===== config.mk =====
export PLATFORM = sky130hd
export DESIGN_NAME = shift_add_multiplier
export DESIGN_NICKNAME = d
export VERILOG_FILES = /design/src/rtl/alu_pkg.sv /design/src/rtl/fulladder_4.sv /design/src/rtl/shift_add_multiplier.sv
export SDC_FILE = /design/constraint.sdc
export NUM_CORES = 1
export LEC_CHECK = 0
export ABC_AREA = 1
export CAP_MARGIN = 40
export CORE_MARGIN = 3
export CORE_UTILIZATION = 51
export DETAILED_ROUTE_END_ITERATION = 7
export GPL_TIMING_DRIVEN = 0
export PLACE_DENSITY = 0.83
export SLEW_MARGIN = 20
export SYNTH_ARGS = -nofsm -noshare
export SYNTH_HDL_FRONTEND = slang
export SYNTH_SLANG_ARGS = --single-unit

===== constraint.sdc =====
create_clock -name clk -period 2.8 [get_ports clk]
set_clock_uncertainty 0.2 [all_clocks]
set_input_delay 0.42 -clock clk [delete_from_list [all_inputs] [get_ports clk]]
set_output_delay 0.42 -clock clk [all_outputs]
set_load 0.005 [all_outputs]

===== src/rtl/alu_pkg.sv =====
// Shared ALU definitions: multiplier FSM state encodings and scheduling constants.
package alu_pkg;

  // Multiplier FSM states; 2'b11 is illegal and recovers to IDLE.
  typedef enum logic [1:0] {
    ST_IDLE = 2'b00,
    ST_RUN  = 2'b01,
    ST_DONE = 2'b10
  } state_t;

  // Start-to-done latency of the multiply path, used by the result-mux scheduler.
  function automatic int MUL_LATENCY(input int size);
    return size + 32'sd1;
  endfunction

endpackage : alu_pkg


===== src/rtl/fulladder_4.sv =====
// Parameterised ripple-carry adder: sum/carry_out = a + b + carry_in.
module fulladder_4 #(
  parameter int SIZE = 4
) (
  input  logic [SIZE-1:0] a,
  input  logic [SIZE-1:0] b,
  input  logic            carry_in,
  output logic [SIZE-1:0] sum,
  output logic            carry_out
);

  logic [SIZE:0] carry_s;

  assign carry_s[0] = carry_in;

  genvar i;
  generate
    for (i = 0; i < SIZE; i++) begin : g_bit
      assign sum[i]       = a[i] ^ b[i] ^ carry_s[i];
      assign carry_s[i+1] = (a[i] & b[i]) | (carry_s[i] & (a[i] ^ b[i]));
    end
  endgenerate

  assign carry_out = carry_s[SIZE];

endmodule : fulladder_4


===== src/rtl/shift_add_multiplier.sv =====
// Sequential unsigned shift-and-add multiplier: one ripple add and one right
// shift of {P_hi, M} per cycle; product registered on the final iteration.
module shift_add_multiplier
  import alu_pkg::*;
#(
  parameter int SIZE = 4
) (
  input  logic              clk,
  input  logic              rst_n,
  input  logic              start,
  input  logic [SIZE-1:0]   a,
  input  logic [SIZE-1:0]   b,
  output logic              busy,
  output logic              done,
  output logic [2*SIZE-1:0] product
);

  localparam int                CNT_W    = $clog2(SIZE) + 1;
  localparam logic [CNT_W-1:0]  CNT_LAST = CNT_W'(SIZE - 1);
  localparam logic [CNT_W-1:0]  CNT_ONE  = CNT_W'(1);

  state_t              state_r;
  state_t              state_next_s;
  logic [SIZE-1:0]     a_r;
  logic [SIZE-1:0]     m_r;
  logic [SIZE-1:0]     p_hi_r;
  logic [CNT_W-1:0]    cnt_r;
  logic [2*SIZE-1:0]   product_r;
  logic                busy_r;
  logic                done_r;

  logic [SIZE-1:0]     addend_s;
  logic [SIZE-1:0]     sum_s;
  logic                carry_s;
  logic [SIZE-1:0]     p_hi_next_s;
  logic [SIZE-1:0]     m_next_s;
  logic                last_iter_s;

  // Operand AND-mux: add the multiplicand only when the current multiplier bit is set.
  always_comb begin
    addend_s = {SIZE{1'b0}};
    if (m_r[0]) begin
      addend_s = a_r;
    end else begin
      addend_s = {SIZE{1'b0}};
    end
  end

  fulladder_4 #(.SIZE(SIZE)) u_adder (
    .a         (p_hi_r),
    .b         (addend_s),
    .carry_in  (1'b0),
    .sum       (sum_s),
    .carry_out (carry_s)
  );

  // The adder carry becomes the new top bit so no product bit is lost.
  assign p_hi_next_s = {carry_s, sum_s[SIZE-1:1]};
  assign m_next_s    = {sum_s[0], m_r[SIZE-1:1]};
  assign last_iter_s = (state_r == ST_RUN) && (cnt_r == CNT_LAST);

  // Next-state logic; any illegal encoding falls back to IDLE.
  always_comb begin
    state_next_s = ST_IDLE;
    case (state_r)
      ST_IDLE: begin
        if (start) begin
          state_next_s = ST_RUN;
        end else begin
          state_next_s = ST_IDLE;
        end
      end
      ST_RUN: begin
        if (last_iter_s) begin
          state_next_s = ST_DONE;
        end else begin
          state_next_s = ST_RUN;
        end
      end
      ST_DONE: state_next_s = ST_IDLE;
      default: state_next_s = ST_IDLE;
    endcase
  end

  // State register.
  always_ff @(posedge clk or negedge rst_n) begin
    if (!rst_n) begin
      state_r <= ST_IDLE;
    end else begin
      state_r <= state_next_s;
    end
  end

  // Datapath registers: load operands on accepted start, shift-accumulate in RUN.
  always_ff @(posedge clk or negedge rst_n) begin
    if (!rst_n) begin
      a_r    <= {SIZE{1'b0}};
      m_r    <= {SIZE{1'b0}};
      p_hi_r <= {SIZE{1'b0}};
      cnt_r  <= {CNT_W{1'b0}};
    end else begin
      case (state_r)
        ST_IDLE: begin
          if (start) begin
            a_r    <= a;
            m_r    <= b;
            p_hi_r <= {SIZE{1'b0}};
            cnt_r  <= {CNT_W{1'b0}};
          end
        end
        ST_RUN: begin
          p_hi_r <= p_hi_next_s;
          m_r    <= m_next_s;
          cnt_r  <= cnt_r + CNT_ONE;
        end
        default: begin
          a_r    <= a_r;
          m_r    <= m_r;
          p_hi_r <= p_hi_r;
          cnt_r  <= cnt_r;
        end
      endcase
    end
  end

  // Product register: captures the post-shift {P_hi, M} on the final iteration only.
  always_ff @(posedge clk or negedge rst_n) begin
    if (!rst_n) begin
      product_r <= {(2*SIZE){1'b0}};
    end else if (last_iter_s) begin
      product_r <= {p_hi_next_s, m_next_s};
    end
  end

  // Status flags registered from the next state so they align with RUN/DONE.
  always_ff @(posedge clk or negedge rst_n) begin
    if (!rst_n) begin
      busy_r <= 1'b0;
      done_r <= 1'b0;
    end else begin
      busy_r <= (state_next_s == ST_RUN);
      done_r <= (state_next_s == ST_DONE);
    end
  end

  assign busy    = busy_r;
  assign done    = done_r;
  assign product = product_r;

endmodule : shift_add_multiplier

==> impl_metrics.ini, run 1 <==
[layout]
utilization_pct = 66.7
regArea_um2 = 676
drive_above_1_share_pct = 11.9
layout_commonest_cell = nand2_1
areaGrowthSynthToFinish_pct = 21.3
antennaDiodeCount = 0
nets = 177
nFillCells = 189
final_cells = 187
mostFrequentLayoutCells = nand2_1 (35), dfrtp_1 (27), inv_1 (21)
finalInstanceArea_um2 = 1520
multi_input_area_um2 = 465

[timing]
tightestPinTransition_ps = 589
setup_viol = 0
fin_crit_ps = 2460
slew_viol_final = 0
hold_violations = 0
fmax_ghz = 0.407
tns_ps = 0
slew_headroom_pct = 60.8
finalCritPeriodShare_pct = 87.8
rsz0062_at_grt = false

[worst_setup_path]
cp-startpoint = m_r[0]$_DFFE_PN0P_
worstPathMaxFanout = 5
start_kind = flip-flop
critPathKind = reg2reg
endpoint = p_hi_r[2]$_DFFE_PN0P_
r2r_setup_slack_ps = 340
path_cells = nand2_1 > inv_1 > ha_1 > fa_1 > fa_1 > inv_1 > fa_1 > o21ai_0
r2r_cells = 8
worst_setup_path_end_kind = flip-flop
path_common_cell = fa_1
arrival_ps = 2510
r2r-start = m_r[0]$_DFFE_PN0P_
regToRegEndpoint = p_hi_r[2]$_DFFE_PN0P_
crit_required_ps = 2850
cp_slowest_stage_delay_ps = 440
cp_slowest_cell = dfrtp_1

[power]
power_mw = 1.53
p_per_area_nw_per_um2 = 1010
leakagePower_nw = 0.800
peakVddDrop_v = 0.000559

[die]
initial_utilization_pct = 55.0
core_area_um2 = 2280
num_rows = 17
die_x_um = 55.6
die-area_um2 = 3090
dieHeight_um = 55.6
ioPinCount = 21

[drt]
wl_per_cell_um = 11.9
drtPass1Iterations = 4
drt_iter0_drc = 26
postRouteAntennaNets = 0
vias = 937
drc = 0
viasPerCell = 5.01
routed_wl_mm = 2.23

[job]
max-cap-violations = 0

[cts]
cts_tree = yes
htree_levels = 1
clkLatencyLatePin_ps = 330
clock_sinks = 27
ctsLongestPathBuffers = 2
root_buffer = clkbuf_4
cts_buffers = 3
cts_resized = 0
clk_pin_slew_ps = 150

[synth]
synth_xor_area_share_pct = 0
synth_cells = 134
synthSimpleGateAreaFrac_pct = 21.2
synth_compound_area_share_pct = 8.19
synth-seq-area-share_pct = 53.9
syn-num-nets = 151
synth_warnings = 0
avgSynthCellArea_um2 = 9.35
synth_mux_area_share_pct = 0
yosysUniqueCellTypes = 17
syn_area_um2 = 1250
ys_ff_latch = 27
synth_top_family_by_area = simple AND/OR/NAND/NOR gates
synthAdderAreaFrac_pct = 7.79

[placed_design]
port_buffers = 20
dpl_cell_area_um2 = 1480
gp_congestion = 0.832
dp.cells = 182
post-dp-hpwl_mm = 1.61

[outcome]
run_status = complete, no violations

[grt]
grt_usage_pct = 15.6
antenna_found_initial = 0
grt_max_degree = 28
gr-total-overflow = 0
grt_pass1_vias = 926
grt_pass1_wl_mm = 3.84

[worst_hold_path]
hp-class = reg2reg
hp-start = cnt_r[0]$_DFFE_PN0P_
[registers in the layout, indices dropped and copies added (netlist names)]
name,cells
a_r,4
state_r,2
product,8
busy,1
p_hi_r,4
done,1
cnt_r,3
m_r,4
[critical path: cells and delay by family, from the launching register on]
family	cells	cell delay [ps]
adders and majority gates	4	1400
DFF	1	440
AOI/OAI and AO/OA	1	170
buffers and inverters	2	110
and+or+nand+nor	1	70
[what timing repair did]
action	in CTS	in global routing
hold buffers	1	0
endpoints found under the hold margin	27	0
endpoints found under the setup margin	0	0
buffers inserted	0	0
[final cells by class]
cell class	count	share of cell area (%)
Multi-Input combinational cell	81	30.6
Tap cell	28	2.31
Sequential cell	27	44.5
Clock buffer	4	1.73
Timing Repair Buffer	21	13.5
Buffer	4	1.89
Inverter	22	5.44
[where the power goes]
| part | internal, mW | switching, mW |
|---|---|---|
| combinational | 0.320 | 0.386 |
| clock | 0.0559 | 0.112 |
| sequential | 0.552 | 0.102 |
| total | 0.927 | 0.601 |
[stage by stage]
| stage | setup WS, ps | hold slack (ps) |
|---|---|---|
| floorplan | 492 | -75.6 |
| global placement | 426 | 262 |
| detailed placement | 366 | 254 |
| CTS | 339 | 296 |
| global route | 259 | 320 |
| finish | 341 | 294 |
[worst min path at each step]
| stage | endpoint | slack, ps | cells past startpoint |
|---|---|---|---|
| 3_3_place_gp | product[4]$_DFFE_PN0P_ | 260 | 2 |
| 5_1_grt | cnt_r[0]$_DFFE_PN0P_ | 320 | 1 |
| 4_1_cts | cnt_r[0]$_DFFE_PN0P_ | 300 | 1 |
| 2_1_floorplan | a_r[0]$_DFFE_PN0P_ | -80 | 0 |
| 3_5_place_dp | product[7]$_DFFE_PN0P_ | 250 | 1 |
| 6_report | cnt_r[0]$_DFFE_PN0P_ | 290 | 1 |
[cell families after synthesis]
group                      after synthesis
and+or+nand+nor                         59
AOI/OAI and AO/OA                       16
buffers and inverters                   26
adders and majority gates                6
DFF                                     27
[routing by layer]
metal	GRT usage, %	share of wire, %
met2	26.7	46
met3	2.10	4.1
met1	19.5	48
met5	0	0
met4	7.29	1.3
[synthesized netlist by cell type (all sizes together)]
cell	count	area, um^2
dfrtp	27	676
nor2	2	15.0
o21ai	15	97.6
fa	3	60.1
buf	4	28.8
inv	22	82.6
nand2	38	155
ha	3	37.5
a21oi	1	5.00
nand3	19	95.1
No activity file was read; power rests on OpenSTA's default activity.
==> run 2, diff against run 1 <==
SLEW_MARGIN = not set   (was 20)
==> run 2 against run 1 <==
Sequential power barely moved. Clock power fell by 4%. Fmax rose by 0.54%. Worst setup slack improved by 13 ps. Global-route usage rose by 1.1 points. Power barely moved. Register-to-register slack barely moved. Critical path type unchanged.
==> impl_metrics.ini, run 2 (synthesized netlist as in run 1, its figures left out) <==
[die]
initial_utilization_pct = 55.0
dieHeight_um = 55.6
die_x_um = 55.6
num_rows = 17
die-area_um2 = 3090
ioPinCount = 21
core_area_um2 = 2280

[worst_setup_path]
arrival_ps = 2490
path_common_cell = fa_1
path_cells = nand2_1 > inv_1 > ha_1 > fa_1 > fa_1 > inv_1 > fa_1 > o21ai_0
start_kind = flip-flop
cp_slowest_cell = dfrtp_1
worst_setup_path_end_kind = flip-flop
crit_required_ps = 2840
r2r_cells = 8
worstPathMaxFanout = 5
critPathKind = reg2reg
cp_slowest_stage_delay_ps = 440

[power]
peakVddDrop_v = 0.000638
power_mw = 1.53
p_per_area_nw_per_um2 = 999
leakagePower_nw = 0.803

[cts]
cts_tree = yes
htree_levels = 1
clkLatencyLatePin_ps = 310
post_cts.repair.setup_buffers = 0
clk_pin_slew_ps = 140
cts_buffers = 3
root_buffer = clkbuf_4
ctsLongestPathBuffers = 2
cts_resized = 0
cts_hold_buf = 0
clock_sinks = 27

[grt]
grt_usage_pct = 16.7
grt_max_degree = 20
antenna_found_initial = 0
grt_pass1_wl_mm = 4.14
grt_pass1_vias = 943
gr-total-overflow = 0

[layout]
nFillCells = 186
final_cells = 187
areaGrowthSynthToFinish_pct = 22.1
antennaDiodeCount = 0
drive_above_1_share_pct = 11.9
layout_commonest_cell = nand2_1
nets = 177
mostFrequentLayoutCells = nand2_1 (35), dfrtp_1 (27), inv_1 (21)
largest_reg_flops = 8

[drt]
viasPerCell = 5.02
drtPass1Iterations = 4
drc = 0
vias = 938
wl_per_cell_um = 12.5
routed_wl_mm = 2.33
drt_iter0_drc = 17
postRouteAntennaNets = 0

[timing]
rsz0062_at_grt = false
holdWs_ps = 206
tns_ps = 0
finalCritPeriodShare_pct = 87.3
hold_violations = 0
layout_setup_ws_ps = 354
slew_viol_final = 0
slew_headroom_pct = 68.7
tightestPinTransition_ps = 468
setup_viol = 0
fin_crit_ps = 2450
fmax_ghz = 0.409

[worst_hold_path]
hp-class = in2async

[outcome]
run_status = complete, no violations

[placed_design]
post-dp-hpwl_mm = 1.73
gp_congestion = 0.832
port_buffers = 20
pre_cts_slack_ps = 373
dp.cells = 183

[job]
max-cap-violations = 0
## run 2: changes by cell type in the layout (fill, tap and decap cells not counted)
cell and delta:
clkdlybuf4s50_1 +1, buf_2 -1, dlygate4sd3_1 -1, buf_8 +1
## run 2: per-stage QoR
| step | instance area (um^2) | utilization, % |
|---|---|---|
| 3_5_place_dp | 1500 | 66.0 |
| 4_1_cts | 1530 | 67.2 |
| 2_1_floorplan | 1250 | - |
| 3_3_place_gp | 1490 | 65.4 |
| 6_report | 1530 | 67.2 |
| 5_1_grt | 1530 | 67.2 |
## run 2: worst paths after layout
kind                                           to  slack [ps]                 start
max in group asynchronous      a_r[1]$_DFFE_PN0P_        1710                 rst_n
min reg2reg                  cnt_r[0]$_DFFE_PN0P_         290  cnt_r[0]$_DFFE_PN0P_
max                         p_hi_r[2]$_DFFE_PN0P_         350    m_r[0]$_DFFE_PN0P_
min in group clk             cnt_r[0]$_DFFE_PN0P_         290  cnt_r[0]$_DFFE_PN0P_
min                        product[5]$_DFFE_PN0P_         210                 rst_n
max reg2reg                 p_hi_r[2]$_DFFE_PN0P_         350    m_r[0]$_DFFE_PN0P_
## run 2: area by class of cell
type | instances | area [um^2] | area share [%]
plain buffers | 4 | 28.8 | 1.88
flip-flops and latches | 27 | 676 | 44.2
repair buffers | 21 | 215 | 14.1
multi-input cells | 81 | 465 | 30.4
inverters | 22 | 82.6 | 5.40
clock buffers | 4 | 26.3 | 1.72
well taps | 28 | 35.0 | 2.29
## run 2: report_power, final
part | internal [mW] | switching, mW
registers | 0.552 | 0.103
logic | 0.321 | 0.391
clock network | 0.0556 | 0.106
## run 2: critical path, delay by kind of cell, from the launching register on
kind / cells / cell delay, ps
AND/OR/NAND/NOR: 1 / 80
flip-flops: 1 / 440
adder cells (fa/ha/maj): 4 / 1390
buffers and inverters: 2 / 110
AO/OA/AOI/OAI: 1 / 170
## run 2: metal layers
layer  track usage [%]  wire length, um  up-vias
met5                 0                0        -
li1                  -                -      465
met4              5.90               15        0
met2              27.9             1120       19
met1              21.9             1090      452
met3              3.04              109        2
==> run 3, diff against run 2 <==
CORE_UTILIZATION = 40   (was 51)
GPL_TIMING_DRIVEN = not set   (was 0)
PLACE_DENSITY = 0.69   (was 0.83)
==> run 3 against run 2 <==
Clock power rose by 4%. Sequential power is essentially flat. Final cell count rose by 5.3%. Die area increased by 24%. Utilization fell by 15 points.
==> impl_metrics.ini, run 3 (synthesized netlist as in run 1, its figures left out) <==
[placed_design]
post-dp-hpwl_mm = 1.58
dpl_cell_area_um2 = 1480
port_buffers = 20
gp_congestion = 0.778

[cts]
cts_buffers = 3
htree_levels = 1
cts_hold_buf = 0
clk_pin_slew_ps = 140
root_buffer = clkbuf_4
ctsLongestPathBuffers = 2
clkLatencyLatePin_ps = 330
cts_tree = yes
post_cts.repair.setup_buffers = 0
clock_sinks = 27
cts_resized = 0

[timing]
slew_headroom_pct = 59.7
rsz0062_at_grt = false
setup_viol = 0
fin_crit_ps = 2420
finalCritPeriodShare_pct = 86.6
tns_ps = 0
slew_viol_final = 0
hold_violations = 0
tightestPinTransition_ps = 602
fmax_ghz = 0.413

[drt]
top_layer_used = met4
routed_wl_mm = 2.13
met2_length_um = 961
viasPerCell = 4.66
wl_met3_um = 121
drc = 0
postRouteAntennaNets = 0
drt_iter0_drc = 36
wirelength_met1_mm = 1.02
vias = 919
wl_per_cell_um = 10.8
drtPass1Iterations = 4

[die]
ioPinCount = 21
core_area_um2 = 2880
die-area_um2 = 3840
initial_utilization_pct = 43.5
num_rows = 19
dieHeight_um = 62.0
die_x_um = 62.0

[worst_setup_path]
start_kind = flip-flop
worst_setup_path_end_kind = flip-flop
r2r_setup_slack_ps = 380
regToRegEndpoint = p_hi_r[2]$_DFFE_PN0P_
worstPathMaxFanout = 5
critPathKind = reg2reg
r2r_cells = 8
r2r-start = m_r[0]$_DFFE_PN0P_
arrival_ps = 2470
crit_required_ps = 2850

[layout]
nets = 173
antennaDiodeCount = 0
areaGrowthSynthToFinish_pct = 20.7
finalInstanceArea_um2 = 1510
utilization_pct = 52.5
layout_commonest_cell = nand2_1
mostFrequentLayoutCells = nand2_1 (35), dfrtp_1 (27), inv_1 (21)
drive_above_1_share_pct = 10.3
nFillCells = 267
largest_reg_flops = 8

[power]
peakVddDrop_v = 0.000381
internal_power_mw = 0.896
leakagePower_nw = 0.785
p_per_area_nw_per_um2 = 977
power_frac_seq_pct = 44.1
p_comb_share_pct = 44.4
switching_power_mw = 0.581
power_mw = 1.48
pwr-share-clk_pct = 11.4
swShare_pct = 39.3

[job]
max-cap-violations = 0

[outcome]
run_status = complete, no violations

[grt]
gr-total-overflow = 0
grt_pass1_vias = 906
grt_max_degree = 28
grt_usage_pct = 13.3
grt_pass1_wl_mm = 3.79
antenna_found_initial = 0

[worst_hold_path]
hp-class = in2async
run 3: cell types whose count changed in the layout (fill, tap and decap cells not counted), sizes merged:
cell,previous run,this run
clkbuf,4,3
buf,5,1
clkinv,0,1
run 3: worst max-delay path by stage:
stage	end	startpoint	depth (start not counted)	slack [ps]
floorplan	p_hi_r[2]$_DFFE_PN0P_	m_r[0]$_DFFE_PN0P_	8	490
global placement	p_hi_r[2]$_DFFE_PN0P_	m_r[0]$_DFFE_PN0P_	8	450
detailed placement	p_hi_r[2]$_DFFE_PN0P_	m_r[0]$_DFFE_PN0P_	8	370
CTS	p_hi_r[2]$_DFFE_PN0P_	m_r[0]$_DFFE_PN0P_	8	360
global route	p_hi_r[2]$_DFFE_PN0P_	m_r[0]$_DFFE_PN0P_	8	230
finish	p_hi_r[2]$_DFFE_PN0P_	m_r[0]$_DFFE_PN0P_	8	380
run 3: layout make-up:
type | count | area (um^2) | share of cell area, %
Timing Repair Buffer | 21 | 208 | 13.7
Multi-Input combinational cell | 81 | 465 | 30.8
Clock buffer | 3 | 22.5 | 1.49
Clock inverter | 1 | 5.00 | 0.331
Sequential cell | 27 | 676 | 44.7
Inverter | 22 | 82.6 | 5.46
Tap cell | 42 | 52.6 | 3.48
run 3: worst max-delay path, cell delays in order (launching register included):
cell     delay [ps]
dfrtp_1         440
nand2_1          70
inv_1            40
ha_1            180
fa_1            370
fa_1            360
inv_1            80
fa_1            430
o21ai_0         170
run 3: metal layers:
layer,global-route usage [%],up-vias
met5,0,-
met2,21.9,29
met3,2.69,3
met4,4.55,0
li1,-,459
met1,17.5,428
run 3: power groups by stage:
stage	combinational (mW)	clock, mW	sequential (mW)
2_1_floorplan	0.462	0	0.649
6_report	0.656	0.169	0.652
5_1_grt	0.767	0.188	0.674
3_3_place_gp	0.648	0	0.653
4_1_cts	0.670	0.175	0.654
3_5_place_dp	0.667	0	0.662
run 3: stage by stage:
stage | setup slack [ps] | hold WS (ps) | instances
detailed placement | 366 | 270 | 193
finish | 376 | 242 | 197
floorplan | 492 | -75.6 | 134
global route | 225 | 261 | 197
CTS | 362 | 256 | 197
global placement | 448 | 261 | 193
